--- src/rtl/combi_truth_table_scanner_pkg.sv ---
// rtl/combi_truth_table_scanner_pkg.sv - shared types, defaults and helpers for the truth-table scanner
// Purpose: scan FSM state type, default widths and the effective-dwell helper.
// Ports: none (package).
package combi_scan_pkg;

  localparam int N_IN_DEF    = 3;
  localparam int DWELL_W_DEF = 8;

  typedef enum logic [1:0] {
    IDLE   = 2'd0,
    DRIVE  = 2'd1,
    SAMPLE = 2'd2,
    DONE   = 2'd3
  } scan_state_t;

  // A dwell of zero would leave no drive cycle, so it is promoted to one.
  function automatic logic [DWELL_W_DEF-1:0] dwell_eff(input logic [DWELL_W_DEF-1:0] dwell);
    return (dwell == '0) ? DWELL_W_DEF'(1) : dwell;
  endfunction

endpackage

--- src/rtl/combi_truth_table_scanner_if.sv ---
// rtl/combi_truth_table_scanner_if.sv - host/circuit-facing signal bundle of the truth-table scanner
// Purpose: groups start/dwell control, the circuit drive/return pair and the result outputs.
// Signals: start, dwell, y_in (host/circuit -> scanner); abc, busy, done, truth (scanner -> host/circuit).
// Optional (COMBI_SCAN_COMPARE_EN): expected (host -> scanner); mismatch, pass (scanner -> host).
interface combi_truth_table_scanner_if
  import combi_scan_pkg::*;
#(
  parameter int N_IN    = N_IN_DEF,
  parameter int DWELL_W = DWELL_W_DEF
);
  logic                 start;
  logic [DWELL_W-1:0]   dwell;
  logic [N_IN-1:0]      abc;
  logic                 y_in;
  logic                 busy;
  logic                 done;
  logic [2**N_IN-1:0]   truth;
`ifdef COMBI_SCAN_COMPARE_EN
  logic [2**N_IN-1:0]   expected;
  logic [2**N_IN-1:0]   mismatch;
  logic                 pass;

  modport master (output start, dwell, y_in, expected,
                  input  abc, busy, done, truth, mismatch, pass);
  modport slave  (input  start, dwell, y_in, expected,
                  output abc, busy, done, truth, mismatch, pass);
`else
  modport master (output start, dwell, y_in,
                  input  abc, busy, done, truth);
  modport slave  (input  start, dwell, y_in,
                  output abc, busy, done, truth);
`endif
endinterface

--- src/rtl/combi_truth_table_scanner_dwell_timer.sv ---
// rtl/combi_truth_table_scanner_dwell_timer.sv - per-vector dwell counter for the truth-table scanner
// Purpose: holds the latched dwell and counts drive cycles of the current vector.
// Ports: clk, rst (async, active-high); load latches limit and clears the count;
//        clr clears the count only; en advances it; expire flags the last drive cycle.
module combi_dwell_timer
  import combi_scan_pkg::*;
#(
  parameter int W = DWELL_W_DEF
) (
  input  logic         clk,
  input  logic         rst,
  input  logic         load,
  input  logic         clr,
  input  logic         en,
  input  logic [W-1:0] limit,
  output logic         expire
);
  logic [W-1:0] lim_q, lim_d;
  logic [W-1:0] cnt_q, cnt_d;

  always_comb begin
    lim_d = lim_q;
    cnt_d = cnt_q;
    if (load) begin
      lim_d = limit;
      cnt_d = '0;
    end else if (clr) begin
      cnt_d = '0;
    end else if (en) begin
      cnt_d = cnt_q + 1'b1;
    end
  end

  always_ff @(posedge clk or posedge rst) begin
    if (rst) begin
      lim_q <= '0;
      cnt_q <= '0;
    end else begin
      lim_q <= lim_d;
      cnt_q <= cnt_d;
    end
  end

  // limit is never zero once loaded, so limit-1 cannot wrap during a scan.
  assign expire = (cnt_q == lim_q - 1'b1);

endmodule

--- src/rtl/combi_truth_table_scanner.sv ---
// rtl/combi_truth_table_scanner.sv - sequencer that sweeps a 3-input circuit and captures its truth table
// Purpose: on start, drives every input vector in ascending order, holds each for the latched
//          dwell plus one sample cycle, and records y into truth[k].
// Ports: clk; rst (async, active-high); bus (slave modport): start, dwell, y_in in;
//        abc, busy, done, truth out.
// Config: COMBI_SCAN_COMPARE_EN adds expected in, mismatch/pass out on the bus.
module combi_truth_table_scanner
  import combi_scan_pkg::*;
#(
  parameter int N_IN    = N_IN_DEF,
  parameter int DWELL_W = DWELL_W_DEF
) (
  input  logic                         clk,
  input  logic                         rst,
  combi_truth_table_scanner_if.slave   bus
);
  localparam int              N_VEC  = 2**N_IN;
  localparam logic [N_IN-1:0] K_LAST = N_IN'(N_VEC - 1);

  scan_state_t        state_q, state_d;
  logic [N_IN-1:0]    k_q, k_d;
  logic [N_VEC-1:0]   truth_q, truth_d;
  logic               tmr_load, tmr_clr, tmr_en, tmr_expire;
  logic [DWELL_W-1:0] dwell_use;

  assign dwell_use = dwell_eff(bus.dwell);

  combi_dwell_timer #(.W(DWELL_W)) u_dwell_timer (
    .clk    (clk),
    .rst    (rst),
    .load   (tmr_load),
    .clr    (tmr_clr),
    .en     (tmr_en),
    .limit  (dwell_use),
    .expire (tmr_expire)
  );

  always_comb begin
    state_d  = state_q;
    k_d      = k_q;
    truth_d  = truth_q;
    tmr_load = 1'b0;
    tmr_clr  = 1'b0;
    tmr_en   = 1'b0;
    case (state_q)
      IDLE: begin
        if (bus.start) begin
          tmr_load = 1'b1;
          k_d      = '0;
          truth_d  = '0;
          state_d  = DRIVE;
        end
      end
      DRIVE: begin
        tmr_en = 1'b1;
        if (tmr_expire) state_d = SAMPLE;
      end
      SAMPLE: begin
        truth_d[k_q] = bus.y_in;
        if (k_q == K_LAST) begin
          state_d = DONE;
        end else begin
          k_d     = k_q + 1'b1;
          tmr_clr = 1'b1;
          state_d = DRIVE;
        end
      end
      DONE:    state_d = IDLE;
      default: state_d = IDLE;
    endcase
  end

  always_ff @(posedge clk or posedge rst) begin
    if (rst) begin
      state_q <= IDLE;
      k_q     <= '0;
      truth_q <= '0;
    end else begin
      state_q <= state_d;
      k_q     <= k_d;
      truth_q <= truth_d;
    end
  end

  // Outputs decode straight from state so an async reset clears them in the same cycle.
  assign bus.abc   = (state_q == DRIVE || state_q == SAMPLE) ? k_q : '0;
  assign bus.busy  = (state_q != IDLE);
  assign bus.done  = (state_q == DONE);
  assign bus.truth = truth_q;

`ifdef COMBI_SCAN_COMPARE_EN
  logic [N_VEC-1:0] exp_q, exp_d;
  logic [N_VEC-1:0] mm_q, mm_d;
  logic             pass_q, pass_d;

  always_comb begin
    exp_d  = exp_q;
    mm_d   = mm_q;
    pass_d = pass_q;
    if (state_q == IDLE && bus.start) begin
      exp_d  = bus.expected;
      mm_d   = '0;
      pass_d = 1'b0;
    end else if (state_q == SAMPLE && k_q == K_LAST) begin
      // truth_d already holds the final bit, so the verdict is ready in the DONE cycle.
      mm_d   = truth_d ^ exp_q;
      pass_d = (truth_d == exp_q);
    end
  end

  always_ff @(posedge clk or posedge rst) begin
    if (rst) begin
      exp_q  <= '0;
      mm_q   <= '0;
      pass_q <= 1'b0;
    end else begin
      exp_q  <= exp_d;
      mm_q   <= mm_d;
      pass_q <= pass_d;
    end
  end

  assign bus.mismatch = mm_q;
  assign bus.pass     = pass_q;
`endif

endmodule

--- src/flat_wrapper.sv ---
// flat-port wrapper written by rule: the top's interface ports become plain ports
module combi_truth_table_scanner_flat import combi_scan_pkg::*;
#(
  parameter int N_IN    = N_IN_DEF,
  parameter int DWELL_W = DWELL_W_DEF
)
  (clk, rst, bus_start, bus_dwell, bus_y_in, bus_abc, bus_busy, bus_done, bus_truth);
  combi_truth_table_scanner_if #(.N_IN(N_IN), .DWELL_W(DWELL_W)) bus_i ();
  input  logic clk;
  input  logic rst;
  input wire logic [$bits(bus_i.start)-1:0] bus_start;
  input wire logic [$bits(bus_i.dwell)-1:0] bus_dwell;
  input wire logic [$bits(bus_i.y_in)-1:0] bus_y_in;
  output wire logic [$bits(bus_i.abc)-1:0] bus_abc;
  output wire logic [$bits(bus_i.busy)-1:0] bus_busy;
  output wire logic [$bits(bus_i.done)-1:0] bus_done;
  output wire logic [$bits(bus_i.truth)-1:0] bus_truth;
  assign bus_i.start = bus_start;
  assign bus_i.dwell = bus_dwell;
  assign bus_i.y_in = bus_y_in;
  assign bus_abc = bus_i.abc;
  assign bus_busy = bus_i.busy;
  assign bus_done = bus_i.done;
  assign bus_truth = bus_i.truth;
  combi_truth_table_scanner #(.N_IN(N_IN), .DWELL_W(DWELL_W)) u_core (.clk(clk), .rst(rst), .bus(bus_i));
endmodule
--- config.mk ---
export PLATFORM = sky130hd
export DESIGN_NAME = combi_truth_table_scanner_flat
export DESIGN_NICKNAME = d
export VERILOG_FILES = /design/src/rtl/combi_truth_table_scanner_pkg.sv /design/src/rtl/combi_truth_table_scanner_if.sv /design/src/rtl/combi_truth_table_scanner_dwell_timer.sv /design/src/rtl/combi_truth_table_scanner.sv /design/src/flat_wrapper.sv
export SDC_FILE = /design/constraint.sdc
export NUM_CORES = 1
export LEC_CHECK = 0
export CORE_MARGIN = 8
export CORE_UTILIZATION = 47
export CTS_CLUSTER_DIAMETER = 30
export DETAILED_ROUTE_END_ITERATION = 8
export DONT_BUFFER_PORTS = 1
export HOLD_SLACK_MARGIN = 0.12
export SYNTH_ARGS = -nofsm -noshare
export SYNTH_HDL_FRONTEND = slang
export SYNTH_SLANG_ARGS = --single-unit
--- constraint.sdc ---
create_clock -name clk -period 2.15 [get_ports clk]
set_input_delay 0.5375 -clock clk [delete_from_list [all_inputs] [get_ports clk]]
set_output_delay 0.5375 -clock clk [all_outputs]
set_load 0.01 [all_outputs]
=== After elaboration in Yosys (flattened, before gate mapping) ===
Index checks and enable logic that the tools add are counted.
Widths: inputs -> output; s select.

* $add $sub $neg: 3
* Multiply operators: 0
* Divide/modulo/power cells: 0
* Magnitude comparators: 2
* Equality and inequality tests: 8
* Shift operators: 0
* Mux-type cells: 22
* Bitwise gates (word level): 0
* Reductions and logical operators: 10

{| class="wikitable"
|+ Operators with widths
! kind !! count
|-
| $mux 8 || 5
|-
| $pmux 8 s2 || 1
|-
| $mux 3 || 3
|-
| $add 8x1->8 const B || 1
|-
| $bwmux 8 || 1
|-
| $eq 8x8->1 || 1
|-
| $logic_not 8->1 || 1
|-
| $pmux 2 s4 || 1
|-
| $sub 8x1->8 const B || 1
|-
| $mux 1 || 6
|-
| $mux 2 || 3
|-
| $pmux 3 s2 || 1
|-
| $eq 2x2->1 const B || 2
|-
| $lt 3x4->1 const B || 1
|-
| $ne 2x2->1 const B || 2
|-
| $reduce_and 2->1 || 2
|-
| $reduce_bool 2->1 || 2
|-
| $add 3x1->3 const B || 1
|-
| $demux 1 s3 || 1
|-
| $eq 3x3->1 const B || 1
|-
| $ge 3x1->1 const B || 1
|-
| $reduce_and 3->1 || 1
|-
| $reduce_bool 3->1 || 1
|-
| $eq 2x1->1 const B || 1
|-
| 4 further kinds || 4
|}

* Flip-flop bits (word level): 29
* Bits in latches: 0
* Memory bits (writable): 0
* ROM bits: 0
* Bits of input ports: 12
* Output and inout port bits: 13
* Word-level logic and storage cells: 50
* Memories: 0

=== Logic depth before layout (Yosys ltp) ===
* Depth after elaboration: 6
* Gate-level depth with buffers: 7
* Depth with buffers taken out: 7

=== Cells and area by module ===
A second synthesis with hierarchy kept.

* Cell total of the unflattened synthesis: 197
* Area, all modules: 1846.8 um^2

{| class="wikitable"
|+ By module, submodules not included
! module !! instances !! cells an instance !! area an instance (um^2) !! seq. area each (um^2)
|-
| combi_dwell_timer || 1 || 93 || 934.6 || 400.4
|-
| combi_truth_table_scanner || 1 || 104 || 912.1 || 325.3
|}

=== Worst setup path after synthesis ===
No wires, ideal clock.

* Path type: register to register
* Start: register u_core.u_dwell_timer.lim_q[0]
* End: register u_core.state_q[0]
* Setup time: 0.123 ns
* Arrival time: 1.713 ns
* Required time: 2.027 ns
* Path slack: 0.314 ns
* Cell stages (with the launch flop): 8
* Path buffers: 0
* Period minus slack after synthesis: 1.836 ns
* Path through: dfrtp_1 inv_1 ha_1 nor3b_1 a22oi_1 a2111oi_4 and4_1 nor3_2

* Longest elaborated chain between the ends: 4

{| class="wikitable"
|+ Ends and longest elaborated chain
! element !! line !! RTL
|-
| from (decl) || combi_truth_table_scanner_dwell_timer.sv:18 || <nowiki>logic [W-1:0] lim_q, lim_d;</nowiki>
|-
| from (signal assigned) || combi_truth_table_scanner_dwell_timer.sv:39 || <nowiki>lim_q <= lim_d;</nowiki>
|-
| $sub 8x1->8 || combi_truth_table_scanner_dwell_timer.sv:45 || <nowiki>assign expire = (cnt_q == lim_q - 1'b1);</nowiki>
|-
| $eq 8x8->1 || combi_truth_table_scanner_dwell_timer.sv:45 ||
|-
| $ne 2x1->1 (no line) || n/a ||
|-
| $reduce_and 2->1 (no line) || n/a ||
|-
| to (signal assigned) || combi_truth_table_scanner.sv:79 || <nowiki>state_q <= state_d;</nowiki>
|-
| to (decl) || combi_truth_table_scanner.sv:20 || <nowiki>scan_state_t state_q, state_d;</nowiki>
|}

No other way between the ends.
A chain may end at the register's enable or synchronous reset.

=== Final worst setup path ===
Ends and elaborated chain as after synthesis.

==> flow_summary.json <==
{
  "p_switching_uw": 1120,
  "slowest_delay_ns": 0.42,
  "grt_pass1_wl_microns": 6820,
  "min_period_ns": 2.00,
  "vias": 1392,
  "rsz0062_at_grt": "no",
  "dp.cells": 233,
  "cts.path.max_buffers": 2,
  "report.final.slew_viol_count": 0,
  "critPathCaptureType": "register",
  "start_util_pct": 48.5,
  "swShare_pct": 40.9,
  "drive_gt1_share_pct": 12.4,
  "post-cts-setup-buffers": 0,
  "fmax_mhz": 501,
  "hold_viol_final": 0,
  "skew_ns": 0.00762,
  "grt_use_total_pct": 14.4,
  "cts_sinks": 29,
  "wirelength_microns": 4070,
  "drc": 0,
  "chipHeight_microns": 77.2,
  "irDropWorstVdd_mv": 0.670,
  "worst-endpoint-arrival_ns": 2.17,
  "die_area_sq_um": 5960,
  "yosys.area.top_type": "dfrtp_1",
  "fp-row-count": 22,
  "synth_common_cells": "29 x dfrtp_1, 16 x o21ai_0, 14 x nand2_1, 10 x a21oi_1, 10 x inv_1",
  "clk_pin_slew_ns": 0.06,
  "synth_edf_count": 0,
  "num-nets-final": 214,
  "ys_seq_elements": 29,
  "antenna_left": 0,
  "grt_pass1_vias": 1351,
  "pwr-share-comb_pct": 44.7,
  "gp_congestion": 0.885,
  "boundaryPins": 25,
  "grt_max_degree": 21,
  "design.core.area_sq_um": 3630,
  "wire_per_inst_microns": 16.8,
  "synth-seq-area-share_pct": 41.2,
  "drv_cap": 0,
  "cpMaxStageDelayCell": "dfrtp_1",
  "instances_no_fill": 242,
  "worstPathRequired_ns": 2.32,
  "cts_tree": "yes",
  "worstPathCellList": "inv_1 > ha_1 > nor3b_1 > a22oi_1 > a2111oi_4 > and4_1 > nor3_2",
  "yosysMostFrequentCell": "dfrtp_1",
  "viasPerCell": 5.75,
  "port-buffer-count": 0,
  "whs_ns": 0.397,
  "synth-async-reset-ratio_pct": 100,
  "tns_ns": 0,
  "powerDensity_nw_per_um2": 1390,
  "p_seq_share_pct": 33.4,
  "diodes": 0,
  "startpoint_type": "register",
  "initialDrtViolationCount": 99,
  "synth-main-ff-cell": "dfrtp_1",
  "syn_area_sq_um": 1760,
  "status": "finished clean",
  "min_path_type": "in -> reg",
  "synthDistinctLibCells": 48,
  "period_share_pct": 92.8,
  "p_leak_uw": 0.000855,
  "dp_hpwl_microns": 3070,
  "worstSetupPathType": "reg -> reg",
  "grt.overflow.total": 0,
  "cts.htree.levels": 2,
  "antenna_found_initial": 0,
  "internal_power_uw": 1610,
  "syn_nets": 205,
  "p_clk_share_pct": 21.9,
  "tightest_slew_ns": 0.482,
  "die_w_microns": 77.2,
  "synth_area_leaders": "dfrtp_1 41%, ha_1 6.4%, o21ai_0 4.5%, mux2_2 4.5%, xnor2_1 4.0%",
  "dr.pass1.iters": 4,
  "design_area_sq_um": 1960,
  "slew_headroom_pct": 67.6,
  "yosys_warnings": 0,
  "path_max_fanout": 4,
  "cts_root_buf": "clkbuf_8",
  "placed_area_sq_um": 1840,
  "setup_viol": 0,
  "synth_cells": 184,
  "syn_area_per_cell_sq_um": 9.57,
  "cts_inserted_buffers": 5,
  "syn2layout_area_growth_pct": 11.4,
  "clock_latency_ns": 0.29,
  "synth_top_area_share_pct": 41.2
}
## worst paths after layout
path,depth (start not counted),slack (ns),endpoint,start
setup / recovery,7,0.15,u_core.state_q[0]$_DFFE_PP0P_,u_core.u_dwell_timer.lim_q[0]$_DFFE_PP0P_
hold / removal,1,0.40,u_core.u_dwell_timer.lim_q[4]$_DFFE_PP0P_,bus_dwell[4]
setup reg to reg,7,0.15,u_core.state_q[0]$_DFFE_PP0P_,u_core.u_dwell_timer.lim_q[0]$_DFFE_PP0P_
hold reg to reg,1,0.54,u_core.u_dwell_timer.lim_q[7]$_DFFE_PP0P_,u_core.u_dwell_timer.lim_q[7]$_DFFE_PP0P_
max in group asynchronous,3,0.88,u_core.u_dwell_timer.lim_q[2]$_DFFE_PP0P_,rst
min in group asynchronous,2,0.66,u_core.bus.truth[2]$_DFFE_PP0P_,rst
## power groups by stage
stage	sequential, uW	combinational (uW)	clock [uW]
floorplan	842	991	0
global placement	912	1180	0
detailed placement	923	1220	0
CTS	914	1230	606
global route	944	1370	634
finish	913	1220	597
## worst max-delay path, delay by kind of cell, from the launching register on
family / cells / cell delay (ns)
compound gates: 2 / 0.59
buf+inv: 1 / 0.09
simple gates: 3 / 0.60
flops: 1 / 0.42
fa+ha+maj: 1 / 0.18
## layout by cell type (no fill, tap or decap), types with 2 or more instances in the layout
cell type,instances
a21oi_1,10
a22o_1,3
a22oi_1,3
and2_1,3
buf_4,6
clkbuf_8,6
dfrtp_1,29
ha_1,9
inv_1,10
mux2_2,7
nand2_1,14
nand2b_1,6
nand3_1,2
nand4_1,4
nor2_1,9
nor2b_1,4
nor3_1,7
o21ai_0,16
o21ai_1,3
or3_1,2
xnor2_1,8
xor2_1,5
## final cells by class
type,count,area [sq um]
Fill cell,348,1670
Multi-Input combinational cell,139,965
Sequential cell,29,726
Clock buffer,7,86.3
Tap cell,48,60.1
Timing Repair Buffer,7,55.1
Inverter,11,41.3
Clock inverter,1,30.0
## registers in the layout (all words and copies together) (netlist names)
register	cells
u_core.bus.truth	8
u_core.k_q	3
u_core.state_q	2
u_core.u_dwell_timer.cnt_q	8
u_core.u_dwell_timer.lim_q	8
## logic make-up after synthesis
kind of cell               count (synthesis)  share of synthesized area (%)
muxes                                      8                           5.04
AOI/OAI and AO/OA                         48                           18.2
buffers and inverters                     16                           4.05
adders and majority gates                  9                           6.39
and+or+nand+nor                           61                           18.7
xor gates and xnor gates                  13                           6.46
DFF                                       29                           41.2
## per-stage QoR
step	total power, uW	worst slack [ns]	util, %
2_1_floorplan	1830	0.314	-
4_1_cts	2750	0.136	54.0
5_1_grt	2950	0.00188	54.0
3_3_place_gp	2090	0.221	50.6
3_5_place_dp	2140	0.159	50.6
6_report	2730	0.154	54.0
## routing by layer
metal | share of wire [%] | vias to the layer above | global-route usage, %
li1 | - | 684 | -
met1 | 46 | 675 | 17.6
met2 | 48 | 27 | 22.6
met3 | 4.4 | 6 | 4.78
met4 | 1.6 | 0 | 5.85
met5 | 0 | - | 0
## timing repair
item | in CTS | in global routing
resized for setup | 0 | 0
hold buffers | 1 | 0
endpoints found under the hold margin | 9 | 0
(Power assumes the default switching activity.)
==> RTL change 1: new RTL, same flow settings <==
Set the package constant `DWELL_W_DEF` to 6 (it was 8).
--- a/src/rtl/combi_truth_table_scanner_pkg.sv
+++ b/src/rtl/combi_truth_table_scanner_pkg.sv
@@ -5,5 +5,5 @@
 
   localparam int N_IN_DEF    = 3;
-  localparam int DWELL_W_DEF = 8;
+  localparam int DWELL_W_DEF = 6;
 
   typedef enum logic [1:0] {
Interface: changed (resized bus_dwell); port bits go from 25 to 23. No check against the original RTL was run, so the function may have changed too.
==> RTL change 1 against the original RTL <==
Clock power fell by 64%. Power is 20% lower. Synthesized cell count down 16%. Setup slack got worse by 0.047 ns. Combinational power fell by 7%. Wire length down 19%. Core utilization down 0.82 points. Final area is 19% lower. Final cell count shrank 19%. Area after synthesis down 17%. Non-clock buffer count up 3. Sequential cell count fell by 4. First-iteration DRC count rose by 57%. Highest routed layer unchanged.
==> RTL change 1: results (changes against the original RTL) <==
Placement
* **placed cell count** 191, -18%
* **placed wire-length estimate after detailed placement** 2509 um, -18%
* **Post-Place Worst Slack** 0.1722 ns, +0.01331 ns
* **placed instance area** 1551 sq um, -16%

Routing
* **wire length per cell** 16.65 um, -0.95%
* **number of vias after detailed routing** 1183, -15%
* **drt initial violations** 155, +57%

Yosys
* **Cell variety after synth** 34, -29%
* **sequential area share after synthesis** 0.4259, +0.01396
* **post-synthesis instance total** 155, -16%
* **top cells by area, synth** sky130_fd_sc_hd__dfrtp_1, sky130_fd_sc_hd__ha_1, sky130_fd_sc_hd__o21ai_0
* **cell types with the highest counts after synthesis** sky130_fd_sc_hd__dfrtp_1, sky130_fd_sc_hd__o21ai_0, sky130_fd_sc_hd__nand2_1
* **Syn Nets** 174, -15%

Global route
* **number of global-route vias before repair** 1144, -15%
* **aggregate global-route resource usage** 0.1360, -0.007949

Cells and area
* **FILL cells** 281, -19%
* **Multi-input comb cells** 118, -15%
* **clk tree area frac** 0.01723, -0.04205
* **number of cells in the finished layout apart from fillers** 197, -19%
* **clock tree buffer count of the final layout** 3, -4
* **non-clock buffer contribution to total cell area** 0.04855, +0.02051
* **combined area of the multi-input logic cells** 799.5 sq um, -17%
* **fraction of final layout cells with drive strength greater than 1** 0.1159, -0.007858
* **Buffers, non-clock** 10, +3
* **area used by sequential logic in the layout** 625.6 sq um, -14%

Power
* **internal power of the cells** 1.205 mW, -25%
* **fraction of power consumed by the clock network** 0.099, -0.120
* **leakage dissipation** 0.7195 nW, -16%

Clocking
* **number of sinks handled by clock tree synthesis** 25, -14%
* **Resized Gates After CTS** 0, unchanged
* **insertion delay to the later sink of the worst-skew pair** 0.33 ns, +0.04 ns
* **master cell of the clock root buffer** sky130_fd_sc_hd__clkbuf_4

Timing
* **Least-Margin Pin Slew** 0.4761 ns, -0.005589 ns

Floorplan
* **core region area** 3003 sq um, -17%

Run status
* **result of the run** finished clean

Setup path
* **data arrival at the endpoint of the critical path** 2.26 ns, +0.09 ns

[RTL change 1: layer usage]
layer,global-route usage,wire [um],vias up,part of all wire
li1,-,-,574,-
met5,0,0,-,0
met1,0.1712,1464,580,0.45
met4,0.03855,16,0,0.0049
met2,0.2136,1571,27,0.48
met3,0.04821,228,2,0.070
[RTL change 1: worst max-delay path, cell delays in order, from the launching register on]
cell                       delay [ns]
sky130_fd_sc_hd__dfrtp_1         0.43
sky130_fd_sc_hd__buf_4           0.15
sky130_fd_sc_hd__or3_1           0.36
sky130_fd_sc_hd__a221o_1         0.36
sky130_fd_sc_hd__a311oi_1        0.38
sky130_fd_sc_hd__a21oi_1         0.12
sky130_fd_sc_hd__mux2i_1         0.14
[RTL change 1: kinds of logic after synthesis]
logic type,Yosys count,share of synthesized area
AND/OR/NAND/NOR,48,0.1653
adder cells (fa/ha/maj),9,0.07666
XOR/XNOR,9,0.05367
buffers and inverters,12,0.03067
AO/OA/AOI/OAI,44,0.1891
flip-flops,25,0.4259
multiplexers,8,0.05877
[RTL change 1: final timing paths]
| path | endpoint | start | slack, ns | depth (start not counted) |
|---|---|---|---|---|
| worst max-delay path | u_core.state_q[0] | u_core.u_dwell_timer.lim_q[0] | 0.11 | 6 |
| worst min-delay path | u_core.u_dwell_timer.lim_q[1] | bus_dwell[1] | 0.34 | 1 |
| worst max register to register | u_core.state_q[0] | u_core.u_dwell_timer.lim_q[0] | 0.11 | 6 |
| worst min register to register | u_core.u_dwell_timer.cnt_q[5] | u_core.u_dwell_timer.cnt_q[5] | 0.58 | 2 |
| max in group asynchronous | u_core.u_dwell_timer.cnt_q[3] | rst | 1.08 | 3 |
| min in group asynchronous | u_core.u_dwell_timer.lim_q[1] | rst | 0.60 | 2 |
==> RTL change 2: new RTL, same flow settings <==
Without the edit above. Re-encode `scan_state_t` (4 states) as Gray code, 2 bits wide.
--- a/src/rtl/combi_truth_table_scanner_pkg.sv
+++ b/src/rtl/combi_truth_table_scanner_pkg.sv
@@ -8,8 +8,8 @@
 
   typedef enum logic [1:0] {
-    IDLE   = 2'd0,
-    DRIVE  = 2'd1,
-    SAMPLE = 2'd2,
-    DONE   = 2'd3
+    IDLE   = 2'b00,
+    DRIVE  = 2'b01,
+    SAMPLE = 2'b11,
+    DONE   = 2'b10
   } scan_state_t;
 
Formal check against the unedited RTL: no difference found for any inputs over 10 cycles, from zero or initial values and one cycle with rst high; not proved beyond that.
==> RTL change 2 against the original RTL <==
Wire length is 17% lower. Critical endpoint is now u_core.u_dwell_timer.cnt_q[0]. Final area is 14% lower. Via count is 14% lower. Highest routed layer unchanged. Sequential cell count stayed put. Setup slack better by 0.21 ns. Power is 14% lower. Area after synthesis is 10% lower. Combinational power is 27% lower.
==> RTL change 2: results (changes against the original RTL) <==
Placement
* **placed instance area** 1628 sq um, -11%
* **Post-Place Worst Slack** 0.3700 ns, +0.2111 ns
* **routability congestion estimate** 0.8470, -4.3%
* **placed wire-length estimate after detailed placement** 2466 um, -20%
* **placed cell count** 197, -15%

Floorplan
* **width of the chip** 74.08 um, -4.1%

Clocking
* **clock transition time at the flip-flop clock pins of the worst setup and hold paths** 0.10 ns, +0.04 ns
* **master cell of the clock root buffer** sky130_fd_sc_hd__clkbuf_4

Yosys
* **sequential area share after synthesis** 0.4578, +0.04584
* **post-synthesis instance total** 155, -16%
* **top cells by area, synth** sky130_fd_sc_hd__dfrtp_1, sky130_fd_sc_hd__mux2_2, sky130_fd_sc_hd__xnor2_1

Cells and area
* **FILL cells** 311, -11%
* **Buffers, non-clock** 1, -6
* **combined area of the multi-input logic cells** 810.8 sq um, -16%
* **Layout Nets** 174, -19%
* **non-clock buffer contribution to total cell area** 0.004471, -0.02357
* **nonclk inv count** 7, -4
* **fraction of final layout cells with drive strength greater than 1** 0.1321, +0.008364
* **clk tree area frac** 0.03055, -0.02872
* **Multi-input comb cells** 114, -18%

Global route
* **aggregate global-route resource usage** 0.1362, -0.007759
* **global-route wire length before repair** 5678 um, -17%
* **maximum number of pins on one net before global-route repair** 30, +43%

Routing
* **final routed wirelength across all metal layers** 3391 um, -17%
* **number of vias after detailed routing** 1201, -14%
* **drt initial violations** 60, -39%

Setup path
* **crit path max fanout** 19, +15
* **worst r2r path cells** 5, -2
* **FF-to-FF Start** u_core.state_q[1]
* **worst setup path end** u_core.u_dwell_timer.cnt_q[0]
* **data arrival at the endpoint of the critical path** 2.00 ns, -0.17 ns

Run status
* **result of the run** finished clean

Worst hold path
* **class of the worst hold path** in2async

Timing
* **Fmax** 0.5609 GHz, +12%
* **Worst Hold Slack** 0.1462 ns, -0.2505 ns

## RTL change 2: cell count changes in the layout (fill, tap and decap cells not counted), moves of 4 or more
cell and change:
sky130_fd_sc_hd__o211ai_1 +6, sky130_fd_sc_hd__o31ai_1 +6, sky130_fd_sc_hd__ha_1 -5, sky130_fd_sc_hd__clkbuf_4 +5, sky130_fd_sc_hd__nor3_1 -4, sky130_fd_sc_hd__clkbuf_8 -6
sky130_fd_sc_hd__a21oi_1 -7, sky130_fd_sc_hd__o21ai_0 -11, sky130_fd_sc_hd__buf_4 -5
## RTL change 2: layer usage
layer  up-vias  routed length [um]  GRT usage
met5         -                   0          0
met2        23                1653     0.2080
met1       597                1459     0.1577
met3         8                 208    0.05256
met4         0                  70    0.08204
li1        573                   -          -
## RTL change 2: cell families (layout without fill, tap and decap cells)
group	Yosys count	after routing	share of synthesized area
xor gates and xnor gates	14	14	0.07735
muxes	9	9	0.06236
and+or+nand+nor	55	55	0.1934
AOI/OAI and AO/OA	32	32	0.1468
DFF	29	29	0.4578
adders and majority gates	4	4	0.03157
buffers and inverters	12	16	0.03078
## RTL change 2: power by group
group          internal (mW)  switching, mW
Clock                  0.124          0.195
Combinational          0.436          0.448
Sequential             0.781          0.354
Total                   1.34          0.997
## RTL change 2: worst register-to-register path: stages (launching register included)
cell and delay (ns):
sky130_fd_sc_hd__dfrtp_1 0.51, sky130_fd_sc_hd__nand2b_1 0.22, sky130_fd_sc_hd__or2_2 0.45, sky130_fd_sc_hd__o21ai_2 0.23, sky130_fd_sc_hd__nand2b_1 0.18, sky130_fd_sc_hd__mux2i_1 0.08
